$ cat src/rtl/pwm_pkg.sv
// rtl/pwm_pkg.sv - parameter defaults and channel-index width helper for the multichannel PWM
package pwm_pkg;

  localparam int PWM_NCH_DEF = 16;
  localparam int PWM_CW_DEF  = 8;
  localparam int PWM_PSW_DEF = 8;

  function automatic int ch_idx_w(input int nch);
    return (nch > 1) ? $clog2(nch) : 1;
  endfunction

endpackage

$ cat src/rtl/pwm_timebase.sv
// rtl/pwm_timebase.sv - prescaler and shared period counter for all PWM channels
module pwm_timebase #(
  parameter int CW  = 8,
  parameter int PSW = 8
) (
  input  logic           clk,
  input  logic           rst,
  input  logic [CW-1:0]  period,
  input  logic [PSW-1:0] prescale,
  output logic [CW-1:0]  cnt,
  output logic           tick,
  output logic           wrap
);

  logic [PSW-1:0] r_psc;
  logic [CW-1:0]  r_cnt;
  logic           w_tick;
  logic           w_wrap;

  // >= so a prescale lowered below psc ticks at once rather than after a full roll-over
  assign w_tick = (r_psc >= prescale);
  // >= so a period lowered below cnt wraps on the next tick, never overflowing
  assign w_wrap = w_tick && (r_cnt >= period);

  always_ff @(posedge clk) begin
    if (rst) begin
      r_psc <= '0;
      r_cnt <= '0;
    end else begin
      r_psc <= w_tick ? '0 : r_psc + PSW'(1);
      if (w_wrap) begin
        r_cnt <= '0;
      end else if (w_tick) begin
        r_cnt <= r_cnt + CW'(1);
      end
    end
  end

  assign cnt  = r_cnt;
  assign tick = w_tick;
  assign wrap = w_wrap;

endmodule

$ cat src/rtl/pwm_multichannel.sv
// rtl/pwm_multichannel.sv - multichannel PWM with shadowed duty registers applied at period boundaries
module pwm_multichannel
  import pwm_pkg::*;
#(
  parameter int NCH = PWM_NCH_DEF,
  parameter int CW  = PWM_CW_DEF,
  parameter int PSW = PWM_PSW_DEF
) (
  input  logic                      clk,
  input  logic                      rst,
  input  logic [NCH-1:0]            en_out,
  input  logic [NCH-1:0]            en_pwm,
  input  logic [CW-1:0]             period,
  input  logic [PSW-1:0]            prescale,
  input  logic                      duty_we,
  input  logic [ch_idx_w(NCH)-1:0]  duty_ch,
  input  logic [CW-1:0]             duty_wdata,
  input  logic                      commit,
  output logic [NCH-1:0]            out,
  output logic                      period_start,
  output logic                      pending
);

  localparam int CHW = ch_idx_w(NCH);

  logic [CW-1:0]  w_cnt;
  logic           w_tick;
  logic           w_wrap;
  logic           w_apply;
  logic           w_ch_ok;
  logic [CW-1:0]  w_shadow_nxt [NCH];
  logic [NCH-1:0] w_out_nxt;

  logic [CW-1:0]  r_shadow [NCH];
  logic [CW-1:0]  r_active [NCH];
  logic [NCH-1:0] r_out;
  logic           r_pending;
  logic           r_period_start;

  pwm_timebase #(
    .CW  (CW),
    .PSW (PSW)
  ) u_timebase (
    .clk      (clk),
    .rst      (rst),
    .period   (period),
    .prescale (prescale),
    .cnt      (w_cnt),
    .tick     (w_tick),
    .wrap     (w_wrap)
  );

  // Index range check matters only when NCH is not a power of two
  assign w_ch_ok = ({1'b0, duty_ch} < (CHW+1)'(NCH));
  assign w_apply = w_tick && w_wrap && (r_pending || commit);

  for (genvar gi = 0; gi < NCH; gi++) begin : g_ch
    // Same-cycle write is folded in so the applying wrap copies the newest duty
    assign w_shadow_nxt[gi] = (duty_we && w_ch_ok && (duty_ch == CHW'(gi))) ?
                              duty_wdata : r_shadow[gi];
    assign w_out_nxt[gi]    = !en_out[gi] ? 1'b0 :
                              !en_pwm[gi] ? 1'b1 :
                              (w_cnt < r_active[gi]);
  end

  always_ff @(posedge clk) begin
    if (rst) begin
      for (int i = 0; i < NCH; i++) begin
        r_shadow[i] <= '0;
        r_active[i] <= '0;
      end
      r_out          <= '0;
      r_pending      <= 1'b0;
      r_period_start <= 1'b0;
    end else begin
      for (int i = 0; i < NCH; i++) begin
        r_shadow[i] <= w_shadow_nxt[i];
        if (w_apply) begin
          r_active[i] <= w_shadow_nxt[i];
        end
      end
      r_out          <= w_out_nxt;
      r_period_start <= w_wrap;
      if (w_apply) begin
        r_pending <= 1'b0;
      end else if (commit) begin
        r_pending <= 1'b1;
      end
    end
  end

  assign out          = r_out;
  assign period_start = r_period_start;
  assign pending      = r_pending;

endmodule

$ cat config.mk
export PLATFORM = sky130hd
export DESIGN_NAME = pwm_multichannel
export DESIGN_NICKNAME = d
export VERILOG_FILES = /design/src/rtl/pwm_pkg.sv /design/src/rtl/pwm_timebase.sv /design/src/rtl/pwm_multichannel.sv
export SDC_FILE = /design/constraint.sdc
export NUM_CORES = 1
export LEC_CHECK = 0
export ABC_AREA = 1
export ABC_CLOCK_PERIOD_IN_PS = 16000
export CAP_MARGIN = 40
export CORE_UTILIZATION = 44
export CTS_CLUSTER_DIAMETER = 50
export DETAILED_ROUTE_END_ITERATION = 8
export PLACE_DENSITY_LB_ADDON = 0.08
export SLEW_MARGIN = 20
export SYNTH_ARGS = -nofsm -noshare
export SYNTH_HDL_FRONTEND = slang
export SYNTH_SLANG_ARGS = --single-unit
$ cat constraint.sdc
create_clock -name clk -period 16 [get_ports clk]
set_input_delay 2.4 -clock clk [delete_from_list [all_inputs] [get_ports clk]]
set_output_delay 2.4 -clock clk [all_outputs]
set_load 0.01 [all_outputs]
==> qor.yml, run 1 <==
setup_path:
  critical_path_class: "primary input to flop"
  cp-start-kind: "primary input"
  cp_data_required_time_ps: 16130
  endpoint_kind: "flop"
  cp.arrival_ps: 5290
  cp_max_fo: 50
  ff2ff_setup_slack_ps: 12580
  r2r_cells: 12
  r2r-start: "u_timebase.cnt[0]$_SDFFE_PP0P_"
  r2r-end: "r_active[1][50]$_DFFE_PP_"
clock_network:
  cts-root-buf: "clkbuf_16"
  post_cts_buffers: 0
  clockBufferDepth: 3
  cts_hold_buf: 0
  cts.sinks: 290
  cts.clk_slew.worst_paths_ps: 50
  cts-resized-gates: 0
  numCtsBuffers: 38
  clock_latency_ps: 520
  h-tree-depth: 2
  cts_tree: "yes"
timing:
  fmax_ghz: 0.1941
  relSlewSlack: 0.4218
  setup_ws_ps: 10850
  finalMaxSlewViolations: 0
  hold_viol: 0
  finalSetupViolations: 0
  tightest_slew_ps: 867.3
  finalClockSkew_ps: 14.52
  setup_tns_ps: 0
  timing.hold.ws_ps: 454.3
  post-route-period-util: 0.3220
  rsz0062_at_grt: "false"
  period_minus_slack_ps: 5153
synthesis:
  ys_seq_area_frac: 0.5161
  ys_ff_latch: 290
  yosysTopAreaCellShare: 0.2799
  synth.distinct_cells: 33
  synth_area_per_cell_sq_um: 8.888
  syn_nets: 1739
  synth_area_leader_cell: "edfxtp_1"
  netlist_instances: 1545
  ys_warn_count: 0
  syn_area_sq_mm: 0.01373
  synth_area_leaders: "edfxtp_1 (28%), dfxtp_1 (24%), ha_1 (12%), nand2_1 (6.8%), inv_1 (6.7%)"
detailed_routing:
  drtPass1Iterations: 4
  drt-wirelength-per-cell_um: 14.84
  antenna_left: 0
  vias: 9993
  wl_um: 30550
  drt_iter0_markers: 648
  route.detailed.drc: 0
  vias_per_cell: 4.853
die:
  rows: 64
  start_util: 0.4477
  ios: 82
  fp.dieH_um: 178.7
  coreArea_sq_mm: 0.03067
  die_w_um: 178.7
  die-area_sq_mm: 0.03192
cells_and_area:
  antenna_cells: 0
  area_growth_pct: 19.02
  fin_cells: 2059
  fin_nets: 1827
  drive_gt1_frac: 0.09140
  layout_common_cells: "inv_1 (246), nand2_1 (246), nor2_1 (206)"
  final_area_sq_mm: 0.01634
placement:
  place_area_sq_mm: 0.01502
  port_buffers: 81
  dpl.cell_count: 1989
  pre_cts_ws_ps: 10260
  dp_hpwl_um: 18850
  gp_congestion: 0.7426
global_routing:
  gr-total-overflow: 0
  grt_pass1_wl_um: 49270
  grt_start_max_net_pins: 68
  antenna_found_initial: 0
  grt_usage: 0.2000
  first_global_vias: 9580
hold_path:
  min_path_type: "flop to flop"
  hold_path_end: "r_shadow[1][35]$_DFF_P_"
  hp-start: "r_shadow[1][35]$_DFF_P_"
  min_path_cells: 2
status:
  status: "finished clean"
pwr:
  p_leak_uw: 0.007323
  p_per_area_mw_per_mm2: 108.9
  irDropWorstVdd_mv: 0.06776
flow_run:
  maxCapViolCount: 0
## state kept, by name, indices dropped and copies added (netlist names)
register	cells
r_shadow	128
r_active	128
out	16
pending	1
period_start	1
u_timebase.r_psc	8
u_timebase.cnt	8
## kinds of logic after synthesis
family | after synthesis | share of synthesized area
buf+inv | 303 | 0.08765
xor+xnor | 9 | 0.005740
simple gates | 560 | 0.1768
flops | 290 | 0.5161
compound gates | 253 | 0.09531
fa+ha+maj | 130 | 0.1185
## worst max-delay path, cell delays in order
cell and delay, ps:
clkdlybuf4s50_1 460, buf_4 420, clkinv_2 660, nand2_4 630, buf_4 660
## per-stage QoR
| stage | utilization | total power (uW) |
|---|---|---|
| finish | 0.5329 | 1780 |
| global route | 0.5329 | 1846 |
| CTS | 0.5329 | 1800 |
| detailed placement | 0.4899 | 920.4 |
| global placement | 0.4847 | 914.0 |
| floorplan | - | 875.1 |
## worst max path at each step
stage	from	to	slack (ps)	cells after the start
floorplan	prescale[7]	r_active[0][0]$_SDFFCE_PN0P_	9090	9
global placement	rst	r_active[1][61]$_DFFE_PP_	9790	5
detailed placement	rst	r_active[1][61]$_DFFE_PP_	10260	5
CTS	rst	r_active[1][50]$_DFFE_PP_	10780	5
global route	rst	r_active[1][48]$_DFFE_PP_	10640	5
finish	rst	r_active[1][50]$_DFFE_PP_	10850	5
## layout make-up
class	count	area [sq um]
Clock buffer	57	1136
Clock inverter	13	183.9
Fill cell	2812	14330
Inverter	252	947.2
Multi-Input combinational cell	952	5449
Sequential cell	290	7089
Tap cell	396	495.5
Timing Repair Buffer	99	1044
## synthesized netlist by cell type
cell type	count
nand2_1	247
inv_1	246
nor2_1	206
a21oi_1	164
dfxtp_1	162
ha_1	130
edfxtp_1	128
o21ai_0	72
nor2_2	33
clkbuf_1	22
or2_2	21
nand3_1	19
buf_2	17
o21a_1	16
nand4_1	13
buf_4	8
nor2_4	5
xor2_1	5
inv_2	4
xnor2_1	4
nand2_2	3
nand3_4	3
or2_1	3
buf_1	2
buf_6	2
clkinv_1	2
nand3b_1	2
a21o_1	1
nand3_2	1
nand4_2	1
nor3_1	1
nor3_4	1
nor3b_1	1
## metal layers
layer,up-vias,part of all wire,global-route usage
li1,5156,-,-
met1,4620,0.49,0.2729
met2,167,0.45,0.3285
met3,50,0.040,0.02947
met4,0,0.022,0.05791
met5,-,0,0
## report_power, final
group	switching, uW	internal (uW)	leakage (uW)	total (uW)
Sequential	5.99	795	0.00264	801
Combinational	61.1	41.8	0.00404	103
Clock	318	558	0.000643	876
Note: power is estimated with default switching activity, not from simulation.
==> inputs of run 2 (changes only) <==
--- a/config.mk
+++ b/config.mk
@@ -6,7 +6,7 @@
 export NUM_CORES = 1
 export LEC_CHECK = 0
 export ABC_AREA = 1
-export ABC_CLOCK_PERIOD_IN_PS = 16000
+export ABC_CLOCK_PERIOD_IN_PS = 4300
 export CAP_MARGIN = 40
 export CORE_UTILIZATION = 44
 export CTS_CLUSTER_DIAMETER = 50
==> constraint.sdc (replaced) <==
create_clock -name clk -period 4.3 [get_ports clk]
set_input_delay 0.645 -clock clk [delete_from_list [all_inputs] [get_ports clk]]
set_output_delay 0.645 -clock clk [all_outputs]
set_load 0.01 [all_outputs]
==> run 2 against run 1 <==
Against the previous run: sequential share of layout area rose by 0.14 points; register-to-register slack got worse by 11000 ps; largest cell class unchanged; core utilization fell by 0.19 points; sequential power rose to 3.7 times the previous value; combinational power rose to 3.7 times the previous value; critical endpoint is now r_active[0][49]$_SDFFCE_PN0P_; global-route usage fell by 0.47 points; highest routed layer unchanged; via count fell by 1.5%; die area did not move.
==> qor.yml, run 2 (synthesis results as in run 1) <==
setup_path:
  endpoint_kind: "flop"  # unchanged
  ff2ff_setup_slack_ps: 1780  # was 12580 ps
  cp.arrival_ps: 3090  # was 5290 ps
  cp_data_required_time_ps: 4550  # was 16130 ps
  critical_path_class: "primary input to flop"  # unchanged
  critPathMaxStageDelay_ps: 480  # was 660 ps
  worst-path-buf-inv: 4  # unchanged
  critPathTopFamily: "buffers and inverters"  # unchanged
  cp_max_fo: 45  # was 50
  r2r-start: "u_timebase.r_psc[7]$_SDFF_PP0_"  # was u_timebase.cnt[0]$_SDFFE_PP0P_
  worstPathCellList: "clkdlybuf4s50_1 > inv_1 > ha_1 > a21o_1 > nor2_4 > nand3_4 > nand3b_1 > buf_4 > buf_12 > nor2_1"  # was clkdlybuf4s50_1 > buf_4 > clkinv_2 > nand2_4 > buf_4
  cp-start-kind: "primary input"  # unchanged
  startpoint: "prescale[7]"  # was rst
  slowest_stage: "buf_4"  # was clkinv_2
global_routing:
  first_global_vias: 9124  # was 9580
  gr-total-overflow: 0  # unchanged
  grt_usage: 0.1953  # was 0.2000
  antenna_found_initial: 0  # unchanged
  grt_pass1_wl_um: 47730  # was 49270 um
  grt_start_max_net_pins: 61  # was 68
detailed_routing:
  vias_per_cell: 4.776  # was 4.853
  drt_iter0_markers: 524  # was 648
  antenna_left: 0  # unchanged
  drtPass1Iterations: 4  # unchanged
  wl_um: 30160  # was 30550 um
  drt-wirelength-per-cell_um: 14.63  # was 14.84 um
  route.detailed.drc: 0  # unchanged
  vias: 9848  # was 9993
clock_network:
  cts_hold_buf: 0  # unchanged
  post_cts_buffers: 0  # unchanged
  numCtsBuffers: 38  # unchanged
  cts.sinks: 290  # unchanged
  h-tree-depth: 2  # unchanged
  cts-resized-gates: 0  # unchanged
  clockBufferDepth: 3  # unchanged
  cts-root-buf: "clkbuf_16"  # unchanged
  cts_tree: "yes"  # unchanged
  cts.clk_slew.worst_paths_ps: 50  # about the same
  clock_latency_ps: 510  # was 520 ps
timing:
  post-route-period-util: 0.6601
  fmax_ghz: 0.3523
  tightest_slew_ps: 827.7  # was 867.3 ps
  setup_tns_ps: 0  # unchanged
  rsz0062_at_grt: "false"  # unchanged
  period_minus_slack_ps: 2838
  hold_viol: 0  # unchanged
  finalSetupViolations: 0  # unchanged
  finalClockSkew_ps: 14.77  # was 14.52 ps
  relSlewSlack: 0.4476  # was 0.4218
  finalMaxSlewViolations: 0  # unchanged
cells_and_area:
  layout_common_cells: "inv_1 (246), nand2_1 (246), nor2_1 (206)"  # unchanged
  fin_nets: 1830  # was 1827
  fin_cells: 2062  # was 2059
  final_area_sq_mm: 0.01629  # was 0.01634 sq mm
  final_util: 0.5310  # was 0.5329
  drive_gt1_frac: 0.09244  # was 0.09140
  area_growth_pct: 18.61  # was 19.02%
  antenna_cells: 0  # unchanged
die:
  start_util: 0.4477  # unchanged
  coreArea_sq_mm: 0.03067  # unchanged
  ios: 82  # unchanged
  fp.dieH_um: 178.7  # unchanged
  die-area_sq_mm: 0.03192  # unchanged
  rows: 64  # unchanged
  die_w_um: 178.7  # unchanged
hold_path:
  min_path_type: "flop to flop"  # unchanged
  hp-start: "r_shadow[1][34]$_DFF_P_"  # was r_shadow[1][35]$_DFF_P_
placement:
  dp_hpwl_um: 18530  # was 18850 um
  gp_congestion: 0.7980  # was 0.7426
  place_area_sq_mm: 0.01505  # was 0.01502 sq mm
  port_buffers: 81  # unchanged
  dpl.cell_count: 1992  # was 1989
status:
  status: "finished clean"  # unchanged
pwr:
  pwr-share-comb: 0.060  # was 0.058
  irDropWorstVdd_mv: 0.3137  # was 0.06776 mV
  clkPwrFrac: 0.474  # was 0.492
  p_leak_uw: 0.007291  # was 0.007323 uW
  p_per_area_mw_per_mm2: 392.6  # was 108.9 mW/mm^2
  switchingPower_uw: 1424  # was 384.8 uW
  seqPwrFrac: 0.466  # was 0.450
  intPower_uw: 4970  # was 1395 uW
  p_sw_frac: 0.2227  # was 0.2162
flow_run:
  maxCapViolCount: 0  # unchanged
==> run 2: worst reg2reg max path: stages, from the launching register on <==
cell and delay (ps):
dfxtp_1 320, ha_1 290, a21o_1 210, nor2_4 240, nand3_4 160, nand3b_1 180
buf_4 480, buf_12 290, nor2_1 80
==> run 2: cell type report <==
type / instances / area [sq um]
Clock buffer: 58 / 1150
Inverter: 252 / 947.2
Sequential cell: 290 / 7087
Timing Repair Buffer: 102 / 1069
Clock inverter: 12 / 90.09
Multi-Input combinational cell: 952 / 5449
Fill cell: 2780 / 14380
Tap cell: 396 / 495.5
==> run 2: worst paths after layout <==
path | to | cells after the start
worst max-delay path | r_active[0][49]$_SDFFCE_PN0P_ | 10
worst max register to register | r_active[0][49]$_SDFFCE_PN0P_ | 8
worst min register to register | r_shadow[1][34]$_DFF_P_ | 2
worst min-delay path | r_shadow[1][34]$_DFF_P_ | 2
==> run 2: stage by stage <==
stage          hold slack (ps)  setup WS (ps)  power, uW
6_report                 446.4           1462       6394
5_1_grt                  462.1           1249       6639
3_3_place_gp             437.0          925.3       3408
2_1_floorplan            420.9          437.1       3253
4_1_cts                  451.9           1453       6486
3_5_place_dp             444.3          919.3       3425
==> run 2: power by group through the flow <==
stage	sequential, uW	combinational [uW]	clock [uW]
floorplan	3040	212	0
global placement	3040	372	0
detailed placement	3040	388	0
CTS	2980	391	3120
global route	2990	435	3220
finish	2980	384	3030
==> run 2: layer usage <==
layer	track usage	vias to the layer above	part of all wire
met1	0.2692	4496	0.50
met2	0.3185	154	0.45
met3	0.02863	42	0.037
li1	-	5156	-
met5	0	-	0
met4	0.05438	0	0.019
==> inputs of run 3 (changes only) <==
--- a/config.mk
+++ b/config.mk
@@ -6,7 +6,7 @@
 export NUM_CORES = 1
 export LEC_CHECK = 0
 export ABC_AREA = 1
-export ABC_CLOCK_PERIOD_IN_PS = 4300
+export ABC_CLOCK_PERIOD_IN_PS = 2800
 export CAP_MARGIN = 40
 export CORE_UTILIZATION = 44
 export CTS_CLUSTER_DIAMETER = 50
==> constraint.sdc (replaced) <==
create_clock -name clk -period 2.8 [get_ports clk]
set_input_delay 0.42 -clock clk [delete_from_list [all_inputs] [get_ports clk]]
set_output_delay 0.42 -clock clk [all_outputs]
set_load 0.01 [all_outputs]
==> run 3 against run 2 <==
Against the previous run: power grew 59%; die area is the same; clock-buffer cell count shrank 15; hold slack lost 15 ps; non-clock buffer count grew 19; critical path type is now flop to flop; largest cell class unchanged; largest power group unchanged.
==> qor.yml, run 3 (synthesis results as in run 1) <==
die:
  rows: 64  # unchanged
  die-area_sq_mm: 0.03192  # unchanged
  die_w_um: 178.7  # unchanged
  start_util: 0.4477  # unchanged
  ios: 82  # unchanged
  fp.dieH_um: 178.7  # unchanged
  coreArea_sq_mm: 0.03067  # unchanged
timing:
  finalSetupViolations: 0  # unchanged
  rsz0062_at_grt: "false"  # unchanged
  finalMaxSlewViolations: 0  # unchanged
  relSlewSlack: 0.4916  # was 0.4476
  tightest_slew_ps: 761.7  # was 827.7 ps
  period_minus_slack_ps: 2178
  finalClockSkew_ps: 15.94  # was 14.77 ps
  setup_tns_ps: 0  # unchanged
  fmax_ghz: 0.4592
  setup_ws_ps: 622.2  # was 1462 ps
  post-route-period-util: 0.7778
  hold_viol: 0  # unchanged
pwr:
  p_per_area_mw_per_mm2: 617.7  # was 392.6 mW/mm^2
  p_leak_uw: 0.007417  # was 0.007291 uW
  seqPwrFrac: 0.449  # was 0.466
  clkPwrFrac: 0.492  # was 0.474
  pwr-share-comb: 0.059  # was 0.060
  switchingPower_uw: 2235  # was 1424 uW
  irDropWorstVdd_mv: 0.4025  # was 0.3137 mV
  intPower_uw: 7950  # was 4970 uW
  p_sw_frac: 0.2195  # was 0.2227
cells_and_area:
  fin_nets: 1848  # was 1830
  final_util: 0.5377  # was 0.5310
  antenna_cells: 0  # unchanged
  area_growth_pct: 20.08  # was 18.61%
  drive_gt1_frac: 0.1040  # was 0.09244
  n_fill_cell: 2786  # was 2780
  layout_common_cells: "inv_1 (246), nand2_1 (246), nor2_1 (206)"  # unchanged
clock_network:
  numCtsBuffers: 37  # was 38
  cts_hold_buf: 0  # unchanged
  cts-root-buf: "clkbuf_16"  # unchanged
  clock_latency_ps: 520  # was 510 ps
  post_cts_buffers: 0  # unchanged
  cts.clk_slew.worst_paths_ps: 60  # was 50 ps
  cts-resized-gates: 0  # unchanged
  h-tree-depth: 2  # unchanged
  cts_tree: "yes"  # unchanged
  cts.sinks: 290  # unchanged
  clockBufferDepth: 3  # unchanged
setup_path:
  cp.arrival_ps: 2430  # was 3090 ps
  cp_common_cell: "nand2_1"
  endpoint_kind: "flop"  # unchanged
  cp_max_fo: 26  # was 45
  slowest_stage: "dfxtp_1"  # was buf_4
  critPathMaxStageDelay_ps: 380  # was 480 ps
  critical_path_class: "flop to flop"  # was primary input to flop
  r2r_cells: 12  # was 8
  worst-path-buf-inv: 3  # was 4
  worstPathCellList: "clkinv_1 > ha_1 > nand2_1 > nand3b_1 > nand2_1 > nand2_1 > nand2_1 > nand2_1 > nand3b_1 > buf_4 > buf_4 > nor2_1"  # was clkdlybuf4s50_1 > inv_1 > ha_1 > a21o_1 > nor2_4 > nand3_4 > nand3b_1 > buf_4 > buf_12 > nor2_1
  r2r-start: "u_timebase.cnt[0]$_SDFFE_PP0P_"  # was u_timebase.r_psc[7]$_SDFF_PP0_
  critPathTopFamily: "buffers and inverters"  # unchanged
  cp-start-kind: "flop"  # was primary input
  r2r-end: "r_active[0][3]$_SDFFCE_PN0P_"  # was r_active[0][49]$_SDFFCE_PN0P_
  ff2ff_setup_slack_ps: 620  # was 1780 ps
  cp_data_required_time_ps: 3050  # was 4550 ps
global_routing:
  antenna_found_initial: 0  # unchanged
  grt_usage: 0.1962  # was 0.1953
  grt_start_max_net_pins: 50  # was 61
  first_global_vias: 9185  # was 9124
  grt_pass1_wl_um: 48020  # was 47730 um
  gr-total-overflow: 0  # unchanged
detailed_routing:
  route.detailed.drc: 0  # unchanged
  vias_per_cell: 4.720  # was 4.776
  drt_iter0_markers: 571  # was 524
  drt-wirelength-per-cell_um: 14.52  # was 14.63 um
  drtPass1Iterations: 5  # was 4
  antenna_left: 0  # unchanged
  wl_um: 30180  # was 30160 um
  vias: 9813  # was 9848
hold_path:
  hold_path_end: "out[9]$_SDFF_PP0_"  # was r_shadow[1][34]$_DFF_P_
  hp-start: "en_out[9]"  # was r_shadow[1][34]$_DFF_P_
  min_path_type: "primary input to flop"  # was flop to flop
  min_path_cells: 3  # was 2
flow_run:
  maxCapViolCount: 0  # unchanged
placement:
  dp_hpwl_um: 19010  # was 18530 um
  gp_congestion: 0.7809  # was 0.7980
  pre_cts_ws_ps: 114.0  # was 919.3 ps
  port_buffers: 81  # unchanged
status:
  status: "finished clean"  # unchanged
## run 3: cell count changes in the layout (fill, tap and decap cells not counted), moves of 3 or more
cell / change
clkbuf_8: -4
buf_12: +3
bufinv_16: +6
buf_4: +21
clkinv_1: +5
clkbuf_1: -9
buf_8: -3
## run 3: cell type report
| cell class | instances | area, sq um | area share |
|---|---|---|---|
| Clock buffer | 43 | 1011 | 0.06131 |
| Clock inverter | 25 | 305.3 | 0.01851 |
| Inverter | 252 | 947.2 | 0.05744 |
| Multi-Input combinational cell | 952 | 5458 | 0.3310 |
| Sequential cell | 290 | 7087 | 0.4298 |
| Tap cell | 396 | 495.5 | 0.03005 |
| Timing Repair Buffer | 121 | 1186 | 0.07193 |
## run 3: power groups by stage
stage	sequential (uW)	combinational (uW)	clock, uW
finish	4570	599	5010
CTS	4570	610	5120
floorplan	4660	328	0
detailed placement	4660	604	0
global placement	4660	595	0
global route	4590	678	5310
## run 3: per-layer routing
layer,vias up,GRT usage,routed length (um)
li1,5202,-,-
met1,4382,0.2754,15030
met2,178,0.3112,13190
met3,51,0.02735,1202
met4,0,0.06356,749
met5,-,0,0
## run 3: worst max path at each step
stage	from	to	slack (ps)	cells after the start
after floorplan	u_timebase.cnt[5]$_SDFFE_PP0P_	r_active[0][0]$_SDFFCE_PN0P_	80	9
after global placement	prescale[7]	r_active[0][52]$_SDFFCE_PN0P_	140	11
after detailed placement	prescale[7]	r_active[0][3]$_SDFFCE_PN0P_	110	11
after CTS	u_timebase.cnt[0]$_SDFFE_PP0P_	r_active[0][3]$_SDFFCE_PN0P_	620	12
after global routing	u_timebase.cnt[0]$_SDFFE_PP0P_	r_active[0][3]$_SDFFCE_PN0P_	530	12
final	u_timebase.cnt[0]$_SDFFE_PP0P_	r_active[0][3]$_SDFFCE_PN0P_	620	12
## run 3: metrics by stage
stage	cells	instance area, sq um	power [uW]	hold WS [ps]
floorplan	1545	13750	4992	420.9
global placement	2011	15170	5257	429.8
detailed placement	2011	15170	5268	436.1
CTS	2079	16490	10310	410.7
global route	2079	16490	10570	445.2
finish	2079	16490	10190	431.6
## run 3: tightest hold or removal path: stages
cell	delay, ps
clkdlybuf4s50_1	390
nand2_1	60
a21oi_1	40
